## config.mk

```make
export PLATFORM = sky130hd
export DESIGN_NAME = router_output_channel
export DESIGN_NICKNAME = d
export VERILOG_FILES = /design/src/rtl/router_output_channel.sv
export SDC_FILE = /design/constraint.sdc
export NUM_CORES = 1
export LEC_CHECK = 0
export ABC_CLOCK_PERIOD_IN_PS = 6500
export BUFFER_PORTS_ARGS = -buffer_cell sky130_fd_sc_hd__buf_2
export CORE_MARGIN = 1
export CORE_UTILIZATION = 52
export DETAILED_ROUTE_END_ITERATION = 6
export GPL_TIMING_DRIVEN = 0
export PLACE_DENSITY_LB_ADDON = 0.05
export RECOVER_POWER = 25
export SLEW_MARGIN = 20
export SYNTH_ARGS = -nofsm -noshare
export SYNTH_HDL_FRONTEND = slang
export SYNTH_SLANG_ARGS = --single-unit
export TNS_END_PERCENT = 100
```

## constraint.sdc

```tcl
create_clock -name clk -period 6.5 [get_ports clk]
set_input_delay 0.65 -clock clk [delete_from_list [all_inputs] [get_ports clk]]
set_output_delay 0.65 -clock clk [all_outputs]
set_load 0.05 [all_outputs]
```

## src/rtl/router_output_channel.sv

```systemverilog
// router_output_channel: transmit side of a mesh router link.
// Two polarity-keyed virtual channel FIFOs (VC0 even, VC1 odd) feed the link;
// the VC selected by polarity is offered each cycle and popped on ready_in.
module router_output_channel #(
    parameter int DEPTH = 2
) (
    input  logic        clk,
    input  logic        reset,
    input  logic        polarity,
    input  logic        wr_en,
    input  logic        wr_vc,
    input  logic [63:0] wr_data,
    input  logic        ready_in,
    output logic        send_out,
    output logic [63:0] data_out,
    output logic [1:0]  vc_full,
    output logic [1:0]  vc_empty,
    output logic        overflow
);

    localparam int AW = (DEPTH > 1) ? $clog2(DEPTH) : 1;
    localparam int CW = AW + 1;
    localparam logic [CW-1:0] FULL_CNT = CW'(DEPTH);
    localparam logic [CW-1:0] ZERO_CNT = {CW{1'b0}};
    localparam logic [CW-1:0] ONE_CNT  = {{(CW-1){1'b0}}, 1'b1};
    localparam logic [AW-1:0] ONE_PTR  = {{(AW-1){1'b0}}, 1'b1};

    logic [63:0]   mem_r [2][DEPTH];
    logic [AW-1:0] wr_ptr_r [2];
    logic [AW-1:0] rd_ptr_r [2];
    logic [CW-1:0] count_r [2];
    logic [1:0]    vc_full_r;
    logic [1:0]    vc_empty_r;
    logic          overflow_r;

    logic [1:0]    wr_accept_s;
    logic [1:0]    pop_s;
    logic [CW-1:0] count_nxt_s [2];
    logic          send_s;
    logic [63:0]   data_s;

    // Link offer: head of the polarity-selected VC, zeroed when that VC is empty.
    always_comb begin
        send_s = !vc_empty_r[polarity];
        data_s = 64'h0;
        if (send_s) begin
            data_s = mem_r[polarity][rd_ptr_r[polarity]];
        end else begin
            data_s = 64'h0;
        end
    end

    // Accept/pop decisions and next counts; full check uses the registered flag
    // so a same-edge pop never makes room for a write to a full VC.
    always_comb begin
        wr_accept_s = 2'b00;
        pop_s       = 2'b00;
        if (wr_en && !vc_full_r[wr_vc]) begin
            wr_accept_s[wr_vc] = 1'b1;
        end else begin
            wr_accept_s = 2'b00;
        end
        if (send_s && ready_in) begin
            pop_s[polarity] = 1'b1;
        end else begin
            pop_s = 2'b00;
        end
        for (int v = 0; v < 2; v++) begin
            case ({wr_accept_s[v], pop_s[v]})
                2'b10:   count_nxt_s[v] = count_r[v] + ONE_CNT;
                2'b01:   count_nxt_s[v] = count_r[v] - ONE_CNT;
                default: count_nxt_s[v] = count_r[v];
            endcase
        end
    end

    // Pointer, count, status flag and sticky overflow registers.
    always_ff @(posedge clk) begin
        if (reset) begin
            for (int v = 0; v < 2; v++) begin
                wr_ptr_r[v] <= {AW{1'b0}};
                rd_ptr_r[v] <= {AW{1'b0}};
                count_r[v]  <= ZERO_CNT;
            end
            vc_full_r  <= 2'b00;
            vc_empty_r <= 2'b11;
            overflow_r <= 1'b0;
        end else begin
            for (int v = 0; v < 2; v++) begin
                if (wr_accept_s[v]) begin
                    wr_ptr_r[v] <= wr_ptr_r[v] + ONE_PTR;
                end
                if (pop_s[v]) begin
                    rd_ptr_r[v] <= rd_ptr_r[v] + ONE_PTR;
                end
                count_r[v]    <= count_nxt_s[v];
                vc_full_r[v]  <= (count_nxt_s[v] == FULL_CNT);
                vc_empty_r[v] <= (count_nxt_s[v] == ZERO_CNT);
            end
            if (wr_en && vc_full_r[wr_vc]) begin
                overflow_r <= 1'b1;
            end
        end
    end

    // Flit storage; contents need no reset because pointers/counts gate visibility.
    always_ff @(posedge clk) begin
        for (int v = 0; v < 2; v++) begin
            if (!reset && wr_accept_s[v]) begin
                mem_r[v][wr_ptr_r[v]] <= wr_data;
            end
        end
    end

    assign send_out = send_s;
    assign data_out = data_s;
    assign vc_full  = vc_full_r;
    assign vc_empty = vc_empty_r;
    assign overflow = overflow_r;

endmodule

```

**After elaboration in Yosys (flattened, before gate mapping)**

Memory sizes are Yosys's and may differ from the RTL's.
Index checks and enable logic that the tools add are counted.

- Flip-flop bits (word level): 5
- Latch bits: 0
- Bits in writable memories: 264
- Memory bits (read-only): 0
- Input bits: 70
- Output and inout bits: 70
- Word-level logic and storage cells: 102
- Memories: 4

Memories:

| memory | depth | width | rd ports | clocked after memory_dff | write ports | RTL line | source |
|---|---|---|---|---|---|---|---|
| mem_r | 2 | 128 | 1 | 0 | 1 | 28 | `logic [63:0] mem_r [2][DEPTH];` |
| count_r | 2 | 2 | 2 | 0 | 2 | 31 | `logic [CW-1:0] count_r [2];` |
| rd_ptr_r | 2 | 1 | 3 | 0 | 2 | 30 | `logic [AW-1:0] rd_ptr_r [2];` |
| wr_ptr_r | 2 | 1 | 2 | 0 | 2 | 29 | `logic [AW-1:0] wr_ptr_r [2];` |

- Add/sub/neg operators: 8
- $mul: 0
- Divide/modulo/power cells: 0
- Magnitude comparators: 9
- Eq/ne operators: 6
- Shift operators: 0
- Mux-type cells: 48
- Bitwise logic cells: 9
- Reductions and logical operators: 15

Operators by type and width:

| cell | count |
|---|---|
| 128-bit two-way mux | 4 |
| 64-bit two-way mux | 6 |
| 64-bit demux with 1-bit select | 2 |
| 128-bit OR reduction | 1 |
| 1-bit two-way mux | 28 |
| 1-bit logical AND | 9 |
| 2-bit equality test (second input constant) | 4 |
| 2-bit two-way mux | 4 |
| 2-bit case mux with 2 select lines | 2 |
| 2-bit >= comparator (second input constant) | 3 |
| 1-bit inverter with 2-bit output | 3 |
| 1-bit OR | 6 |
| 1-bit adder (second input constant) | 4 |
| 2-bit by 1-bit adder with 2-bit output (second input constant) | 2 |
| 2-bit by 1-bit equality test with 1-bit output (second input constant) | 2 |
| 2-bit logical NOT | 2 |
| 1-bit by 2-bit less-than comparator with 1-bit output (second input constant) | 2 |
| 2-bit by 1-bit less-than comparator with 1-bit output (second input constant) | 2 |
| 2-bit by 1-bit subtractor with 2-bit output (second input constant) | 2 |
| 1-bit logical NOT | 3 |
| 1-bit demux with 1-bit select | 2 |
| 1-bit >= comparator (second input constant) | 2 |

**Longest topological paths before layout**

Gate-level depths: netlist of the first run.

- Depth after elaboration: 10
- Gate-level depth with buffers: 8
- Mapped depth without buffers: 6

**Worst setup path before layout of the first run**

Ideal clock, no wire load.

- Path type: input to register
- From: in wr_en
- To: mem mem_r[0][0] (netlist name) (enable)
- Library setup time: 0.578 ns
- Arrival: 5.830 ns
- Required time: 5.922 ns
- Slack: 0.092 ns
- Stages: 3
- Buffers on the path: 0
- Cells stage by stage: inv_1 > or3_1 > nor3b_1

- Cells in the longest elaborated chain, start to end: 7
- Elaborated cells between the ends (all ways): 11
- Classes of those cells: mux (7); reduce/logical (4)

Ends and longest elaborated chain:

| what | RTL line | source |
|---|---|---|
| start: declaration | 10 | `input logic wr_en,` |
| 1-bit logical AND * | 58 | `if (wr_en && !vc_full_r[wr_vc]) begin` |
| 2-bit two-way mux * | 58 |  |
| 1-bit logical AND | 109 | `if (!reset && wr_accept_s[v]) begin` |
| 1-bit two-way mux | 109 |  |
| 128-bit two-way mux (not written as such) | 110 | `mem_r[v][wr_ptr_r[v]] <= wr_data;` |
| 128-bit OR reduction (no source line) | n/a |  |
| 1-bit two-way mux (no source line) / 128-bit two-way mux (equally long branches) | n/a |  |
| end: declaration | 28 |  |

Mark *: on every way between the ends. The rest lies on a longest branch, timed or not.

==> results of run 1 <==
-- worst max-delay path: stages, from the launching register on --
cell,delay (ns)
edfxtp_1,0.40
buf_4,0.22
buf_4,0.21
buf_2,0.29
a211oi_1,0.13
a211oi_2,0.28
buf_2,0.31
-- synthesized netlist by cell type --
| cell type | instances |
|---|---|
| a211oi_1 | 78 |
| a211oi_2 | 50 |
| a21oi_1 | 5 |
| a22oi_1 | 2 |
| buf_2 | 25 |
| buf_4 | 4 |
| buf_6 | 7 |
| clkbuf_1 | 8 |
| clkbuf_2 | 1 |
| dfxtp_1 | 9 |
| edfxtp_1 | 260 |
| ha_1 | 2 |
| inv_1 | 4 |
| mux2_2 | 1 |
| mux2_4 | 1 |
| mux2i_1 | 64 |
| nand2_1 | 1 |
| nand2b_1 | 4 |
| nand3b_1 | 2 |
| nor2_1 | 6 |
| nor2b_1 | 68 |
| nor3_1 | 6 |
| nor3b_1 | 3 |
| o21ai_0 | 4 |
| or2_2 | 3 |
| or3_1 | 3 |
| xnor2_1 | 4 |
-- layer usage --
layer  track usage [%]  share of wire [%]
met5                 0              0.055
met4              5.00                1.3
met3              3.62                5.1
met2              38.6                 50
met1              29.7                 43
-- per-stage QoR --
stage          hold slack (ns)  total power, mW  TNS (ns)  worst slack, ns  area (um^2)
2_1_floorplan            0.493             2.33         0           0.0923        10900
3_3_place_gp             0.445             2.46   -946.30            -4.21        11900
3_5_place_dp             0.469             2.47         0             3.72        12200
4_1_cts                  0.328             3.89         0             3.47        13000
5_1_grt                  0.347             3.98         0             3.36        13000
6_report                 0.352             3.86         0             3.50        13000
-- cell families after synthesis --
logic type	count (synthesis)	synth area share (%)
DFF	269	73.6
adders and majority gates	2	0.231
xor gates and xnor gates	4	0.323
muxes	66	6.15
and+or+nand+nor	96	5.36
AOI/OAI and AO/OA	139	11.7
buffers and inverters	49	2.62
-- registers in the layout, summed over array words and instances, names as in the netlist --
register  count
vc_empty      2
wr_ptr_r      2
count_r       4
rd_ptr_r      2
overflow      1
mem_r       256
vc_full       2
-- cells in the final DEF (no fill, tap or decap), drive strengths merged --
master	instances
edfxtp	260
buf	165
a211oi	128
clkbuf	86
nor2b	68
mux2i	64
clkinv	12
dfxtp	9
nor2	6
nor3	6
a21oi	5
inv	4
nand2b	4
xnor2	4
o21ai	4
or3	3
or2	3
nor3b	3
nand3b	2
a22oi	2
ha	2
bufinv	2
mux2	2
nand2	1
-- worst paths after layout --
check	slack, ns	to
setup / recovery	3.50	data_out[14]
hold / removal	0.35	mem_r[1][50]$_DFFE_PP_
setup reg to reg	4.28	mem_r[1][92]$_DFFE_PP_
hold reg to reg	0.48	overflow$_SDFFE_PP0P_
-- power groups by stage --
stage	Combinational, mW	Clock [mW]	Sequential, mW
2_1_floorplan	0.316	0	2.01
3_3_place_gp	0.451	0	2.01
3_5_place_dp	0.475	0	2.00
4_1_cts	0.476	1.45	1.96
5_1_grt	0.496	1.52	1.96
6_report	0.467	1.43	1.96
-- cell type report --
type,instances,area share (%)
inverters,4,0.116
clock buffers,34,5.42
repair buffers,172,7.25
multi-input cells,307,20.1
clock inverters,14,0.850
plain buffers,45,2.08
well taps,270,2.61
flip-flops and latches,269,61.6
==> metrics.md, run 1 <==
| Metric | Value |
|---|---|
| Final number of hold-violating endpoints | 0 |
| Number of clock sinks | 269 |
| Total track usage | 22.3% |
| Vias | 6307 |
| Std cell rows | 52 |
| Max-slew headroom | 51.1% |
| Final setup violation count | 0 |
| Hold depth | 1 |
| Comb pwr share | 12.1% |
| DP Wirelength | 16000 um |
| Least-Margin Pin Slew | 0.730 ns |
| CP max FO | 10 |
| Syn nets | 697 |
| I/O Pins | 140 |
| Final Net Count | 898 |
| Iteration-0 DRC Markers | 270 |
| Footprint of the multi-input gates | 2600 um^2 |
| Post_cts resized | 0 |
| Sw frac | 24.5% |
| Post-CTS setup buffers | 0 |
| Cell Pwr Density | 298 nW/um^2 |
| Worst skew pair latency | 0.51 ns |
| CTS Hold Bufs | 0 |
| Final worst-path cycle share | 46.2% |
| Synth warnings | 0 |
| Seq. cell area | 7990 um^2 |
| Antenna diode count | 0 |
| Worst Reg-to-Reg Cells | 5 |
| Initial antenna violation count | 1 |
| Fillers | 1508 |
| Cell type with the highest aggregate area in the netlist | edfxtp_1 |
| Fraction of layout cells with a size suffix above 1 | 30.5% |
| First-pass GRT wire length | 36600 um |
| Max Fclk | 333 MHz |
| Startpoint Class | register |
| Num CTS Buffers | 27 |
| Via/cell ratio | 5.66 |
| IO Port Bufs | 137 |
| Vias in the first global route | 6635 |
| Worst-path clk slew | 0.06 ns |
| Power share of the sequential group | 50.9% |
| Core Footprint | 20400 um^2 |
| Status | finished clean |
| Final Core Density | 63.6% |
| Pleak | 4.49 nW |
| HP Start | wr_data[50] |
| DP Cell Count | 1067 |
| Routed wire per std cell | 21.2 um |
| Worst r2r src | vc_full[1]$_SDFF_PP0_ |
| Share of the synthesized area in the top cell type | 71.9% |
| RSZ-0062 raised after global routing | false |
| Effective utilization at floorplan | 53.3% |
| Synth Instances | 625 |
| Ranking of synthesized cells by area | edfxtp_1 (72%), mux2i_1 (5.9%), a211oi_2 (5.8%) |
| Largest net degree at the start of global routing | 14 |
| H-tree Lvls | 1 |
| Critical Path Start | rd_ptr_r[0]$_SDFFCE_PN0P_ |
| Syn_area_per_cell | 17.4 um^2 |
| Switch Pwr | 944 uW |
| Routed Antenna Nets | 0 |
| Worst VDD drop | 191 uV |
| GPL Wtd Cong | 0.758 |
| Crit Path Category | register to primary output |
| Minimum clock period | 3.00 ns |
| CP required | 5.85 ns |
| Seq cells post-synth | 269 |
| Die height | 146 um |
| Clock network power share | 37.0% |
| Synthesized area | 10900 um^2 |
| Root Buffer | clkbuf_16 |
| Layout Area Growth over Synthesis | 19.4% |
| Drt drc | 0 |
| Pint | 2.91 mW |
| CTS Buffer Depth | 3 |
| Total wire length | 23600 um |
| Sequential area share after synthesis | 73.6% |
| Slew Limit Fails | 0 |
| Synth unique cells | 27 |
| Crit path DAT | 2.35 ns |
| Final cell count without fillers | 1115 |
| Die X | 146 um |
| CTS tree | built |
| Setup crit end kind | primary output |
| Final setup skew | 0.00975 ns |
| TritonRoute pass-1 iters | 4 |
| Grt total ovfl | 0 |
| Tightest Hold Check Type | input pin to register |
| Die Area | 21500 um^2 |
| Maxcap violations | 0 |
Power figures use the tool's default switching activity.
==> run 2: changes to the inputs <==
--- a/config.mk
+++ b/config.mk
@@ -5,10 +5,10 @@
 export SDC_FILE = /design/constraint.sdc
 export NUM_CORES = 1
 export LEC_CHECK = 0
-export ABC_CLOCK_PERIOD_IN_PS = 6500
+export ABC_CLOCK_PERIOD_IN_PS = 3100
 export BUFFER_PORTS_ARGS = -buffer_cell sky130_fd_sc_hd__buf_2
 export CORE_MARGIN = 1
-export CORE_UTILIZATION = 52
+export CORE_UTILIZATION = 53
 export DETAILED_ROUTE_END_ITERATION = 6
 export GPL_TIMING_DRIVEN = 0
 export PLACE_DENSITY_LB_ADDON = 0.05
==> constraint.sdc (replaced) <==
create_clock -name clk -period 3.1 [get_ports clk]
set_input_delay 0.31 -clock clk [delete_from_list [all_inputs] [get_ports clk]]
set_output_delay 0.31 -clock clk [all_outputs]
set_load 0.05 [all_outputs]
==> run 2 against run 1 <==
  * Setup slack got worse by 3.1 ns
  * Worst hold slack got worse by 0.28 ns
  * Combinational power increased by 120%
  * Count of clock-buffer cells in the layout decreased by 1
  * Design area increased by 4.2%
  * Via count about the same
  * Core utilization increased by 4.6 points
  * Critical path type unchanged
==> metrics.md, run 2 (synthesis results as in run 1) <==
| Metric | Value |
|---|---|
| Final Core Density | 68.3% |
| Total track usage | 22.5% |
| Fillers | 1391 |
| Minimum clock period | 2.69 ns |
| Maxcap violations | 0 |
| Routed Antenna Nets | 0 |
| Largest net degree at the start of global routing | 15 |
| Crit Path Category | register to primary output |
| Number of clock sinks | 269 |
| Root Buffer | clkbuf_16 |
| Max-slew headroom | 45.4% |
| Critical Path Start | rd_ptr_r[0]$_SDFFCE_PN0P_ |
| IO Port Bufs | 137 |
| Final worst-path cycle share | 86.9% |
| Commonest non-fill, non-tap cell in the layout | edfxtp_1 |
| Commonest cells after routing, fill and taps aside | edfxtp_1 (260), buf_2 (122), a211oi_1 (78), nor2b_1 (68), mux2i_1 (64) |
| Vias | 6311 |
| HP Start | wr_en |
| CTS Buffer Depth | 3 |
| Max reg flops | 256 |
| Core Footprint | 19800 um^2 |
| CP max FO | 10 |
| Layout Area Growth over Synthesis | 24.4% |
| Final Hold Slack | 0.0699 ns |
| Pwr Total | 8.06 mW |
| Tightest Hold Check Type | input pin to register |
| DP Wirelength | 15300 um |
| Grt total ovfl | 0 |
| Slew Limit Fails | 0 |
| Final number of hold-violating endpoints | 0 |
| Fraction of layout cells with a size suffix above 1 | 28.9% |
| Startpoint Class | register |
| H-tree Lvls | 1 |
| Max Fclk | 371 MHz |
| Drt drc | 0 |
| Routed wire per std cell | 20.4 um |
| Worst skew pair latency | 0.52 ns |
| Final Net Count | 938 |
| Worst r2r src | vc_full[0]$_SDFF_PP0_ |
| Die Area | 21100 um^2 |
| I/O Pins | 140 |
| Final setup skew | 0.0137 ns |
| Antenna diode count | 0 |
| Seq. cell area | 7990 um^2 |
| Least-Margin Pin Slew | 0.818 ns |
| Effective utilization at floorplan | 54.9% |
| Die height | 145 um |
| Initial antenna violation count | 0 |
| Worst-path clk slew | 0.06 ns |
| Crit path DAT | 2.38 ns |
| Iteration-0 DRC Markers | 287 |
| Cell Pwr Density | 597 nW/um^2 |
| Die X | 145 um |
| Total wire length | 23400 um |
| RSZ-0062 raised after global routing | false |
| TritonRoute pass-1 iters | 5 |
| Pleak | 4.68 nW |
| Num CTS Buffers | 27 |
| CP required | 2.79 ns |
| First-pass GRT wire length | 36600 um |
| Worst VDD drop | 450 uV |
| Via/cell ratio | 5.50 |
| Setup crit end kind | primary output |
| Status | finished clean |
| Vias in the first global route | 6731 |
| Footprint of the multi-input gates | 2630 um^2 |
| CTS tree | built |
| Std cell rows | 51 |
| Final setup violation count | 0 |
| GPL Wtd Cong | 0.738 |
run 2: changes by cell type in the layout (fill, tap and decap cells not counted), moves of 3 or more:
| cell | previous run | this run |
|---|---|---|
| clkinv_2 | 4 | 7 |
| dlygate4sd3_1 | 0 | 53 |
| buf_4 | 27 | 4 |
| clkbuf_1 | 58 | 52 |
| buf_2 | 119 | 122 |
| buf_6 | 19 | 14 |
| buf_8 | 0 | 14 |
| clkinv_1 | 8 | 3 |
run 2: path summary, 6_finish.rpt:
check        slack, ns                     end  cells past startpoint
max               0.41            data_out[62]                      6
min reg2reg       0.49   overflow$_SDFFE_PP0P_                      2
max reg2reg       0.70  mem_r[0][39]$_DFFE_PP_                      5
min               0.07   overflow$_SDFFE_PP0P_                      3
run 2: routing by layer:
metal / GRT usage [%] / vias up / wire, um
met5: 0 / - / 0
met4: 5.42 / 0 / 283
met3: 2.99 / 24 / 1050
met2: 39.1 / 155 / 11800
met1: 30.2 / 3155 / 10300
li1: - / 2977 / -
run 2: worst max-delay path, stage by stage, from the launching register on:
cell	delay, ns
edfxtp_1	0.39
buf_4	0.21
buf_4	0.21
buf_2	0.28
a211oi_1	0.13
a211oi_2	0.31
buf_2	0.32
run 2: area by class of cell:
| cell class | instances | area share, % |
|---|---|---|
| plain buffers | 45 | 1.99 |
| clock buffers | 33 | 5.32 |
| clock inverters | 13 | 0.519 |
| inverters | 4 | 0.111 |
| multi-input cells | 307 | 19.5 |
| flip-flops and latches | 269 | 59.1 |
| well taps | 265 | 2.46 |
| repair buffers | 212 | 11.0 |
run 2: metrics by stage:
step	worst slack [ns]	instance area (um^2)	setup TNS (ns)	std cells
6_report	0.405	13500	0	1148
4_1_cts	0.382	13600	0	1148
3_5_place_dp	0.523	12200	0	1049
5_1_grt	0.309	13500	0	1148
3_3_place_gp	-1.17	11900	-260.21	1027
2_1_floorplan	0.0543	10900	0	625
run 2: what timing repair did:
| action | 4_1_cts | 5_1_grt |
|---|---|---|
| hold endpoints to repair | 206 | 0 |
| buffers inserted | 0 | 0 |
| resized for setup | 0 | 0 |
| hold buffers | 53 | 0 |
run 2: report_power, final:
group          internal, mW  switching, mW  leakage (nW)
logic                 0.320          0.720          1.85
registers              4.09         0.0293          2.44
clock network          1.63           1.27         0.389
total                  6.04           2.02          4.68
